[src/rtl/demux_event_counter.sv]
// Four-channel saturating event counter behind a 1-to-4 demux, with a four-phase read port.
// Define DEMUX_EVENT_EDGE_EN to count rising edges; otherwise every high cycle counts.
module demux_event_counter #(
  parameter int CNT_W = 8
) (
  input  logic             clk,
  input  logic             rst,
  input  logic [3:0]       in,
  input  logic             clr,
  input  logic             rd_req,
  input  logic [1:0]       rd_sel,
  output logic             rd_ack,
  output logic [CNT_W-1:0] rd_data,
  output logic [3:0]       ovf,
  output logic             any
);

`ifdef DEMUX_EVENT_EDGE_EN
  localparam bit EDGE_MODE = 1'b1;
`else
  localparam bit EDGE_MODE = 1'b0;
`endif

  localparam logic [CNT_W-1:0] CNT_MAX = '1;

  typedef enum logic [1:0] {
    S_IDLE  = 2'd0,
    S_LATCH = 2'd1,
    S_WAIT  = 2'd2
  } rd_state_t;

  logic [CNT_W-1:0] cnt [4];
  logic [CNT_W:0]   cnt_inc [4];
  logic [3:0]       in_prev;
  logic [3:0]       evt;
  rd_state_t        rd_state;

  // Returns {saturated, next}; a saturated counter holds its value.
  function automatic logic [CNT_W:0] sat_inc(input logic [CNT_W-1:0] c);
    if (c == CNT_MAX) begin
      return {1'b1, c};
    end
    return {1'b0, c + CNT_W'(1)};
  endfunction

  assign evt = EDGE_MODE ? (in & ~in_prev) : in;

  always_comb begin
    for (int i = 0; i < 4; i++) begin
      cnt_inc[i] = sat_inc(cnt[i]);
    end
  end

  // Stage: per-channel counters and sticky overflow; clear beats a same-edge event.
  always_ff @(posedge clk or posedge rst) begin
    if (rst) begin
      in_prev <= '0;
      ovf     <= '0;
      for (int i = 0; i < 4; i++) begin
        cnt[i] <= '0;
      end
    end else begin
      in_prev <= in;
      for (int i = 0; i < 4; i++) begin
        if (clr) begin
          cnt[i] <= '0;
          ovf[i] <= 1'b0;
        end else if (evt[i]) begin
          cnt[i] <= cnt_inc[i][CNT_W-1:0];
          if (cnt_inc[i][CNT_W]) begin
            ovf[i] <= 1'b1;
          end
        end
      end
    end
  end

  assign any = (cnt[0] != '0) || (cnt[1] != '0) || (cnt[2] != '0) || (cnt[3] != '0);

  // Stage: read handshake; the snapshot takes the pre-edge count of the selected channel.
  always_ff @(posedge clk or posedge rst) begin
    if (rst) begin
      rd_state <= S_IDLE;
      rd_ack   <= 1'b0;
      rd_data  <= '0;
    end else begin
      case (rd_state)
        S_IDLE: begin
          rd_ack <= 1'b0;
          if (rd_req) begin
            rd_state <= S_LATCH;
          end
        end
        S_LATCH: begin
          rd_data  <= cnt[rd_sel];
          rd_ack   <= 1'b1;
          rd_state <= S_WAIT;
        end
        S_WAIT: begin
          if (!rd_req) begin
            rd_ack   <= 1'b0;
            rd_state <= S_IDLE;
          end
        end
        default: begin
          rd_ack   <= 1'b0;
          rd_state <= S_IDLE;
        end
      endcase
    end
  end

endmodule

[config.mk]
export PLATFORM = sky130hd
export DESIGN_NAME = demux_event_counter
export DESIGN_NICKNAME = d
export VERILOG_FILES = /design/src/rtl/demux_event_counter.sv
export SDC_FILE = /design/constraint.sdc
export NUM_CORES = 1
export LEC_CHECK = 0
export ABC_AREA = 1
export ABC_CLOCK_PERIOD_IN_PS = 1560
export BUFFER_PORTS_ARGS = -buffer_cell sky130_fd_sc_hd__buf_2
export CAP_MARGIN = 0
export CORE_MARGIN = 4
export CORE_UTILIZATION = 35
export CTS_CLUSTER_DIAMETER = 60
export DETAILED_ROUTE_END_ITERATION = 10
export GPL_TIMING_DRIVEN = 0
export PLACE_DENSITY_LB_ADDON = 0.1
export RECOVER_POWER = 25
export SLEW_MARGIN = 10
export SYNTH_ARGS = -nofsm -noshare
export SYNTH_HDL_FRONTEND = slang
export SYNTH_SLANG_ARGS = --single-unit
[constraint.sdc]
create_clock -name clk -period 1.56 [get_ports clk]
set_input_delay 0.156 -clock clk [delete_from_list [all_inputs] [get_ports clk]]
set_output_delay 0.156 -clock clk [all_outputs]
set_load 0.03 [all_outputs]
==> results.ini <==
[pwr]
p_switching_mw=1.140
p_int_mw=2.024
power.share.clock_pct=25.4
seqPwrFrac_pct=46.3
p_sw_share_pct=36.04
power.density_mw_per_mm2=962.2
ir_worst_vdd_v=0.0003670
p_leak_nw=1.593
combPwrFrac_pct=28.3

[synthesis]
syn_avg_cell_area_um2=7.464
synth_cells=376
synth_xor_area_share_pct=3.745
synthAdderAreaFrac_pct=3.567
synth_warnings=0
ys_seq_area_share_pct=41.91
synthSimpleGateAreaFrac_pct=29.92
yosys.cell_types.count=25
netlist_area_mm2=0.002806
synth_seq_cells=47
synth_compound_area_share_pct=12.39
synth_nets=394
synthMuxAreaShare_pct=0
synth_top_family_by_area=simple AND/OR/NAND/NOR gates

[critical_path]
cp_top_family=simple AND/OR/NAND/NOR gates
crit_type=reg2out
cp_cell_sequence=inv_2, ha_1, nand2_1, nor3_2, nand2_1, nor3_2, nand2_1, buf_6
cp.depth=8
slowest_delay_ns=0.40
cp.required_ns=1.40
timing.rr.end=cnt[24]
critPathMostFrequentCell=nand2_1
cp-startpoint=cnt[17]
critPathBufInv=2
reg2reg_depth=9
path_max_fanout=3
start_kind=flip-flop
reg2reg_setup_slack_ns=0.08
arrival_ns=1.63
critPathCaptureType=output port
rr_startpoint=cnt[24]
crit_slowest_cell=dfrtp_1

[timing]
rsz0062_at_grt=true
setup_viol=1
fin_crit_ns=1.784
fmax_mhz=560.5
setup_ws_ns=-0.2242
relSlewSlack_pct=30.60
tightest_slew_ns=1.040
post-route-period-util_pct=114.4
slew_viol_final=0
finalHoldViolCount=0
clock_skew_ns=0.01331

[floorplan]
die_x_um=97.55
dieArea_mm2=0.009515
initial_core_util_pct=36.13
core_mm2=0.007767
die_h_um=97.55
io_pins=24
num_rows=32

[finish]
stdcell_area_mm2=0.003288
diodes=0
synthToLayoutAreaGrowth_pct=17.16
drive_above_1_share_pct=19.57
instances_no_fill=516
nets=431

[clock_network]
numClockSinks=47
numCtsBuffers=5
cts_tree=yes
cts-root-buf=clkbuf_8
cts_buffer_depth=2
cts_htree_levels=2
path_clk_slew_ns=0.10
insertion_delay_ns=0.31

[outcome]
violations=setup timing
outcome=finished, violations left

[place]
placedCellCount=500
dp_hpwl_mm=5.547
io_buffers=21
gp_congestion=0.7944
place_area_mm2=0.003059

[detailed_routing]
routed_via_density=4.901
drt_iter0_drc=177
wl_mm=7.393
vias=2529
first_pass_iters=4
avgRoutedWirePerCell_um=14.33
route.detailed.drc=0
ant_nets=0

[global_route]
grt_pass1_vias=2418
grt_max_degree=25
track_usage_pct=15.86
antenna_found_initial=0
grt_remaining_overflow=0
grt_pass1_wl_mm=12.05

[worst_hold_path]
min_from=rd_req
holdPathStages=3
hold_class=in2reg
worstHoldEndpoint=rd_state[0]

[flow_run]
maxCapViolations=0

==> worst register-to-register path: stages (launching register included) <==
cell     delay (ns)
dfrtp_1        0.35
buf_4          0.13
ha_1           0.18
nand2_2        0.09
nor2_4         0.14
nand2_4        0.08
nand2_4        0.12
nand2_8        0.08
buf_4          0.15
o21ai_1        0.10
==> kinds of logic (layout without fill, tap and decap cells) <==
| group | Yosys count | in the layout |
|---|---|---|
| AND/OR/NAND/NOR | 182 | 182 |
| flip-flops | 47 | 47 |
| buffers and inverters | 60 | 98 |
| adder cells (fa/ha/maj) | 8 | 8 |
| AO/OA/AOI/OAI | 67 | 67 |
| XOR/XNOR | 12 | 12 |
==> cells in the mapped netlist <==
master	n	share of area (%)
clkbuf_1	1	0.13
buf_4	1	0.27
dfrtp_1	47	42
nor2_4	2	0.80
inv_1	45	6.0
ha_1	8	3.6
o21ai_0	20	3.6
a31oi_1	6	1.3
nand3_2	1	0.36
buf_2	6	1.1
nand4_1	9	2.0
nor2_1	46	6.2
a21oi_1	22	3.9
nor2_2	5	1.1
o21ai_1	17	3.0
nand2_2	7	1.6
xor2_1	12	3.7
clkinv_2	1	0.18
o21a_1	2	0.53
nor3_1	7	1.2
nand2_4	4	1.6
inv_2	6	0.80
nor3_2	1	0.36
nand3_1	30	5.3
nand2_1	70	9.4
==> per-layer routing <==
| metal | up-vias | GRT usage, % | part of all wire [%] | wire (µm) |
|---|---|---|---|---|
| met5 | - | 0 | 0 | 0 |
| met4 | 0 | 4.153 | 1.3 | 95 |
| met3 | 10 | 3.302 | 5.7 | 420 |
| met2 | 49 | 24.78 | 45 | 3355 |
| met1 | 1186 | 22.30 | 48 | 3522 |
| li1 | 1284 | - | - | - |
==> per-stage QoR <==
step | total power, mW | utilization [%] | setup WS, ns | setup TNS (ns) | hold WS [ns]
6_report | 3.164 | 42.33 | -0.2242 | -0.2242 | 0.07201
4_1_cts | 3.214 | 41.46 | -0.1986 | -0.2033 | 0.06567
3_5_place_dp | 2.366 | 39.38 | 0.02689 | 0 | 0.2505
3_3_place_gp | 2.346 | 39.13 | -0.4780 | -22.40 | 0.3895
2_1_floorplan | 2.095 | - | 0.2371 | 0 | 0.2706
5_1_grt | 3.369 | 42.33 | -0.3093 | -0.3975 | 0.06746
==> worst max-delay path by stage <==
stage,endpoint
4_1_cts,any
2_1_floorplan,any
6_report,any
5_1_grt,any
3_5_place_dp,cnt[22]
3_3_place_gp,cnt[31]
==> cells in the final DEF, fill, tap and decap left out, drive strengths merged <==
| cell type | Yosys | final |
|---|---|---|
| a21oi | 22 | 22 |
| clkinv | 1 | 1 |
| buf | 7 | 36 |
| xor2 | 12 | 12 |
| nand3 | 31 | 31 |
| o21a | 2 | 2 |
| clkinvlp | 0 | 1 |
| nand2 | 81 | 81 |
| nor2 | 53 | 53 |
| a31oi | 6 | 6 |
| inv | 51 | 52 |
| o21ai | 37 | 37 |
| dfrtp | 47 | 47 |
| dlygate4sd3 | 0 | 1 |
| ha | 8 | 8 |
| nor3 | 8 | 8 |
| clkbuf | 1 | 7 |
| nand4 | 9 | 9 |
==> power by group through the flow <==
stage               registers (mW)  clock network (mW)  logic [mW]
CTS                           1.47               0.846       0.901
global placement              1.49                   0       0.854
finish                        1.46               0.803       0.897
detailed placement            1.50                   0       0.870
global route                  1.49               0.894       0.983
floorplan                     1.72                   0       0.378
==> flip-flops by register name (all words and copies together), names as in the netlist <==
name and flops:
cnt 32, rd_state 2, rd_data 8, ovf 4
rd_ack 1
==> area by class of cell <==
cell class | count | area, µm²
fillers | 840 | 4479
repair buffers | 30 | 193.9
multi-input cells | 269 | 1451
plain buffers | 8 | 41.29
flip-flops and latches | 47 | 1177
clock buffers | 6 | 82.58
inverters | 52 | 197.7
clock inverters | 2 | 16.27
well taps | 102 | 127.6
==> what timing repair did <==
item / CTS / global route
buffers inserted: 4 / 3
setup endpoints to repair: 1 / 13
endpoints found under the hold margin: 23 / 0
hold buffers: 1 / 0
resized for setup: 10 / 9
pin swaps: 1 / 8
Power figures use the tool's default switching activity.
